<file path="src/rtl/ast_ram_arbiter_sv.sv">
// Two-requester arbiter for the single-port system data RAM (DMA vs. data cache).
// Round-robin with a burst cap; routes read strobes to the beat owner and snoops DMA writes.
module ast_ram_arbiter_sv #(
  parameter int unsigned DATAWIDTH = 14,
  parameter int unsigned MAX_BURST = 8
) (
  input  logic                 clk,
  input  logic                 resetn,
  input  logic                 dma_req,
  input  logic [DATAWIDTH-1:0] dma_addr,
  input  logic [DATAWIDTH-1:0] dma_wdata,
  input  logic                 dma_wen,
  output logic                 dma_gnt,
  output logic                 dma_rvalid,
  input  logic                 cache_req,
  input  logic [DATAWIDTH-1:0] cache_addr,
  input  logic [DATAWIDTH-1:0] cache_wdata,
  input  logic                 cache_wen,
  output logic                 cache_gnt,
  output logic                 cache_rvalid,
  output logic [DATAWIDTH-1:0] ram_addr,
  output logic [DATAWIDTH-1:0] ram_data,
  output logic                 ram_wren,
  input  logic [DATAWIDTH-1:0] ram_q,
  output logic [DATAWIDTH-1:0] rdata,
  output logic                 snoop_wen,
  output logic [DATAWIDTH-1:0] snoop_addr,
  output logic [DATAWIDTH-1:0] snoop_data,
  output logic                 ram_busy
);

  localparam int unsigned CNT_W = 8;
  localparam logic [CNT_W-1:0] CNT_LAST = CNT_W'(MAX_BURST - 1);
  localparam logic [CNT_W-1:0] CNT_MAX  = {CNT_W{1'b1}};

  typedef enum logic [1:0] {
    IDLE      = 2'd0,
    DMA_OWN   = 2'd1,
    CACHE_OWN = 2'd2
  } state_t;

  state_t             state_q, state_d;
  logic               last_owner_q, last_owner_d;  // 1 = DMA owned last
  logic [CNT_W-1:0]   beat_cnt_q, beat_cnt_d;
  logic               dma_rvalid_q, cache_rvalid_q;
  logic               dma_beat, cache_beat;
  logic               owner_req, other_req;

  // State and strobe registers
  always_ff @(posedge clk) begin
    if (!resetn) begin
      state_q        <= IDLE;
      last_owner_q   <= 1'b0;
      beat_cnt_q     <= '0;
      dma_rvalid_q   <= 1'b0;
      cache_rvalid_q <= 1'b0;
    end else begin
      state_q        <= state_d;
      last_owner_q   <= last_owner_d;
      beat_cnt_q     <= beat_cnt_d;
      dma_rvalid_q   <= dma_beat & ~dma_wen;
      cache_rvalid_q <= cache_beat & ~cache_wen;
    end
  end

  // Next-state: round-robin in IDLE, release on drop or burst cap while the other waits
  always_comb begin
    state_d      = state_q;
    last_owner_d = last_owner_q;
    beat_cnt_d   = beat_cnt_q;
    owner_req    = (state_q == DMA_OWN) ? dma_req : cache_req;
    other_req    = (state_q == DMA_OWN) ? cache_req : dma_req;
    unique case (state_q)
      IDLE: begin
        if (dma_req && (!cache_req || !last_owner_q)) begin
          state_d      = DMA_OWN;
          last_owner_d = 1'b1;
          beat_cnt_d   = '0;
        end else if (cache_req) begin
          state_d      = CACHE_OWN;
          last_owner_d = 1'b0;
          beat_cnt_d   = '0;
        end
      end
      DMA_OWN, CACHE_OWN: begin
        if (!owner_req) begin
          state_d = IDLE;
        end else if (other_req && (beat_cnt_q == CNT_LAST)) begin
          state_d = IDLE;
        end else if (other_req) begin
          beat_cnt_d = (beat_cnt_q == CNT_MAX) ? beat_cnt_q : beat_cnt_q + CNT_W'(1);
        end else begin
          beat_cnt_d = '0;
        end
      end
      default: state_d = IDLE;
    endcase
  end

  assign dma_gnt      = (state_q == DMA_OWN);
  assign cache_gnt    = (state_q == CACHE_OWN);
  assign ram_busy     = (state_q != IDLE);
  assign dma_beat     = dma_gnt & dma_req;
  assign cache_beat   = cache_gnt & cache_req;
  assign dma_rvalid   = dma_rvalid_q;
  assign cache_rvalid = cache_rvalid_q;

  // RAM mux follows the granted owner; nothing reaches the RAM without a grant
  assign ram_addr = dma_gnt ? dma_addr : (cache_gnt ? cache_addr : '0);
  assign ram_data = dma_gnt ? dma_wdata : (cache_gnt ? cache_wdata : '0);
  assign ram_wren = (dma_beat & dma_wen) | (cache_beat & cache_wen);
  assign rdata    = ram_q;

  assign snoop_wen  = dma_beat & dma_wen;
  assign snoop_addr = dma_addr;
  assign snoop_data = dma_wdata;

endmodule

</file>
<file path="config.mk">
export PLATFORM = sky130hd
export DESIGN_NAME = ast_ram_arbiter_sv
export DESIGN_NICKNAME = d
export VERILOG_FILES = /design/src/rtl/ast_ram_arbiter_sv.sv
export SDC_FILE = /design/constraint.sdc
export NUM_CORES = 1
export LEC_CHECK = 0
export ABC_AREA = 0
export CORE_ASPECT_RATIO = 0.75
export CORE_MARGIN = 5
export CORE_UTILIZATION = 39
export CTS_BUF_LIST = sky130_fd_sc_hd__clkbuf_8
export DETAILED_ROUTE_END_ITERATION = 8
export DONT_BUFFER_PORTS = 1
export PLACE_DENSITY_LB_ADDON = 0.12
export SLEW_MARGIN = 20
export SYNTH_ARGS = -nofsm -noshare
export SYNTH_HDL_FRONTEND = slang
export SYNTH_SLANG_ARGS = --single-unit
</file>
<file path="constraint.sdc">
create_clock -name clk -period 4.3 [get_ports clk]
set_input_delay 0.43 -clock clk [delete_from_list [all_inputs] [get_ports clk]]
set_output_delay 0.43 -clock clk [all_outputs]
set_load 0.005 [all_outputs]
</file>
# After elaboration in Yosys (flattened, before gate mapping)
# Cells that the tools add are included.
# classes
bitwise_logic	9
n_addsub	1
n_eq_ne	9
n_reduce_logical	13
muxes	20
# ops
op	count
14-bit 2-to-1 mux	4
8-bit 2-to-1 mux	6
8-bit one-hot mux with 2 select lines	1
3-bit != test (second input constant)	3
8-bit by 1-bit adder with 8-bit output (second input constant)	1
8-bit by 3-bit == test with 1-bit output (second input constant)	1
8-bit == test (second input constant)	1
2-bit 2-to-1 mux	4
1-bit bitwise AND	6
2-bit nonzero test	3
5-bit AND reduction	1
1-bit 2-to-1 mux	4
2-bit != test (second input constant)	2
2-bit one-hot mux with 2 select lines	1
2-bit AND reduction	2
2-bit by 1-bit == test with 1-bit output (second input constant)	1
2-bit == test (second input constant)	1
1-bit logical AND	2
1-bit zero test	2
2-bit zero test	1
1-bit inverter	2
2-bit OR reduction	1
1-bit logical OR	1
1-bit OR	1
# totals
word_cells	57
reg_bits	13
in_bits	76
output_inout_bits	77

# Depth between registers and ports, before layout
# depth
depth_word	6
ltp_mapped	7
ltp_nobuf	6

# Worst setup path before layout
# No wires, ideal clock.
# synth_timing
kind	register -> output
start	register state_q[1]
end	output ram_addr[10]
arrival_ps	1561
t_required_ps	3870
path_buffers	3
path_slack_ps	2309
path_stages_with_launch	8
path_cell_list	dfxtp_1 > inv_1 > ha_1 > buf_2 > nor2b_1 > clkbuf_1 > buf_1 > a22o_1
# synth_between
elab_cells_between_ends	4
cone_classes	eq/ne: 2; mux: 2
# synth_rtl
item	line	text
start: declaration	42	state_t state_q, state_d;
start signal: assignment	58	state_q <= state_d;
2-bit by 1-bit == test with 1-bit output	100	assign dma_gnt = (state_q == DMA_OWN);
via dma_gnt	13	output logic dma_gnt,
14-bit 2-to-1 mux	109	assign ram_addr = dma_gnt ? dma_addr : (cache_gnt ? cache_addr : '0);
end: declaration	21	output logic [DATAWIDTH-1:0] ram_addr,
# The timed path passes the listed nets, and every way through them passes these cells.

# Worst setup path after layout
# layout_timing
start	register state_q[1]
end	output ram_data[13]
# layout_between
elab_cells_between_ends	4
cone_classes	eq/ne: 2; mux: 2
# layout_rtl
item	line	text
2-bit by 1-bit == test with 1-bit output	100	
via dma_gnt	13	
14-bit 2-to-1 mux	110	assign ram_data = dma_gnt ? dma_wdata : (cache_gnt ? cache_wdata : '0);
end: declaration	22	output logic [DATAWIDTH-1:0] ram_data,
# The timed path passes the listed nets, and every way through them passes these cells.

==> summary.md <==
| Metric | Value |
|---|---|
| DRT antenna net count | `0` |
| Syn avg cell area | `8.10 um^2` |
| RSZ-0062 raised after global routing | `no` |
| Wire per inst | `22.5 um` |
| Cell variety after synth | `42` |
| Top-area cell type share of the netlist area | `22.4%` |
| GPL Wtd Cong | `0.804` |
| Status | `completed` |
| Mapped Nets | `258` |
| Relative slew slack | `55.9%` |
| Fmax | `0.431 GHz` |
| Endpoints failing setup | `0` |
| CTS Hold Buffers Added | `0` |
| Final core utilization | `33.2%` |
| Yosys warnings | `0` |
| CP Launch Type | `register` |
| Crit path kind | `reg -> out` |
| WP data arrival | `1890 ps` |
| Post_cts resized | `0` |
| GRT Total Usage | `15.6%` |
| Via count | `1159` |
| Dpl hpwl | `3380 um` |
| Yosys reg bits | `13` |
| Max Transition Viols Final | `0` |
| Worst Setup End Kind | `output pin` |
| Shortest period the worst path allows | `2320 ps` |
| Initial DRC Count | `49` |
| Placed Area | `0.00115 mm^2` |
| Final Hold Viols | `0` |
| Die area | `0.00502 mm^2` |
| Switching power | `0.148 mW` |
| Residual DRC | `0` |
| Largest buffer count on any clock path | `2` |
| Primary FF master, synth | `dfxtp_1` |
| CTS tree | `yes` |
| Switching share of power | `36.7%` |
| Most numerous cell in the Yosys netlist | `buf_4` |
| Post-route clock period utilization | `54.0%` |
| CP max-delay cell | `nor2b_4` |
| Initial antenna violation count | `0` |
| Share of layout cells above drive strength 1 | `10.8%` |
| CP max FO | `34` |
| Vias per inst | `6.37` |
| Post-synth EDFFs | `0` |
| H-tree depth | `1` |
| First-pass GRT wire length | `6350 um` |
| Pwr dens | `336 mW/mm^2` |
| Buffers on Ports | `0` |
| Worst Tran Pin Value | `662 ps` |
| Core area | `0.00361 mm^2` |
| Nets@finish | `211` |
| Die W | `80.2 um` |
| Worst min path class | `in -> reg` |
| Asr flop ratio synth | `0%` |
| Mapped Cells | `178` |
| Vias in the first global route | `1209` |
| Setup Buffers After CTS | `0` |
| Clock sink count | `13` |
| Die Y | `62.7 um` |
| Fin Setup TNS | `0 ps` |
| Layout area overhead | `-16.7%` |
| Final wirelength | `4100 um` |
| Largest cells by area after synthesis | `buf_4 (22%), dfxtp_1 (18%), a22o_1 (17%)` |
| Sequential power share | `32.1%` |
| Total congestion overflow | `0` |
| Clock Pin Slew Worst Setup and Hold Paths | `60 ps` |
| Root buffer cell | `clkbuf_8` |
| Largest delay contributor family on the critical path | `simple AND/OR/NAND/NOR gates` |
| Worst skew pair latency | `240 ps` |
| Setup skew after layout | `1.82 ps` |
| Post-route cell area | `0.00120 mm^2` |
| Cell Rows | `19` |
| P_int | `0.255 mW` |
| Num ports | `153` |
| Clock share of power | `27.5%` |
| Synth cell count leaders | `buf_4 (43), a22o_1 (28), dfxtp_1 (13), inv_1 (13), nand2_1 (13)` |
| CP cell instances | `inv_1 -> ha_2 -> nor2b_4 -> a22o_1` |
| N_diodes | `0` |
| CTS buffer count | `3` |
| Max Cap Viol | `0` |
| Synthesized area | `0.00144 mm^2` |
| Cell type with the largest total area after synthesis | `buf_4` |
| Leak | `0.404 nW` |
| Initial Util | `39.9%` |
| Comb pwr share | `40.3%` |
| Seq/Total Area, Yosys | `18.1%` |
| Largest net degree at the start of global routing | `35` |
| Worst Path Required | `3870 ps` |
| Maximum vdd drop | `0.178 mV` |
| WP buf/inv | `1` |
| Worst path max stage delay | `560 ps` |
| Pre-antenna DRT Iters | `4` |
sequential cells by signal (all words and copies together), names as in the netlist:
name          flops
beat_cnt_q        8
state_q           2
cache_rvalid      1
dma_rvalid        1
last_owner_q      1
cell type report:
type	instances	area [um^2]
Clock inverter	1	3.75
Sequential cell	13	260
Inverter	13	48.8
Multi-Input combinational cell	100	782
Clock buffer	3	41.3
Fill cell	396	2410
Tap cell	52	65.1
kinds of logic (layout without fill, tap and decap cells):
group / count (synthesis) / after routing / synth area share (%)
buffers and inverters: 65 / 17 / 28.4
adder cells (fa/ha/maj): 4 / 4 / 3.47
multiplexers: 3 / 3 / 2.43
AND/OR/NAND/NOR: 45 / 45 / 17.2
flip-flops: 13 / 13 / 18.1
AO/OA/AOI/OAI: 48 / 48 / 30.5
worst reg2reg max path, cell delays in order, from the launching register on:
cell	delay, ps
dfxtp_1	320
inv_1	100
ha_2	630
mux2i_2	400
o41ai_2	150
o31ai_4	380
a2bb2o_4	240
stage by stage:
step / cells / setup WS, ps / hold WS (ps) / total power [mW]
3_5_place_dp: 178 / 1620 / 505 / 0.293
3_3_place_gp: 178 / 1750 / 488 / 0.292
6_report: 182 / 1980 / 254 / 0.403
4_1_cts: 182 / 1340 / 243 / 0.407
5_1_grt: 182 / 1790 / 242 / 0.432
2_1_floorplan: 178 / 2310 / 461 / 0.302
final timing paths:
kind | from | endpoint | slack [ps] | cells after the start
max | state_q[1] | ram_data[13] | 1980 | 4
max reg2reg | state_q[1] | beat_cnt_q[0] | 1990 | 6
min reg2reg | beat_cnt_q[1] | beat_cnt_q[1] | 510 | 2
min | dma_wen | dma_rvalid | 250 | 1
layout by cell type (no fill, tap or decap), drive strengths merged, types with 2 or more instances in the layout:
master and n:
a22o 28, a31oi 2, and4 3, clkbuf 3, dfxtp 13, ha 4, inv 14, mux2i 2
nand2 13, nand3 7, nand4 4, nor2 4, nor3 5, o211ai 3, o221ai 2, o32ai 3
metal layers:
layer / vias up / global-route usage [%] / part of all wire, % / wire, um
met5: - / 0 / 0 / 0
met4: 0 / 6.75 / 4.0 / 162
met3: 26 / 6.34 / 9.8 / 400
met2: 73 / 25.2 / 47 / 1930
met1: 542 / 18.1 / 39 / 1600
li1: 518 / - / - / -
power groups by stage:
stage               logic, mW  clock network, mW  registers, mW
finish                  0.163              0.111          0.129
global placement        0.161                  0          0.132
global route            0.182              0.120          0.130
floorplan               0.171                  0          0.131
detailed placement      0.161                  0          0.132
CTS                     0.162              0.116          0.129
(Power assumes the default switching activity.)
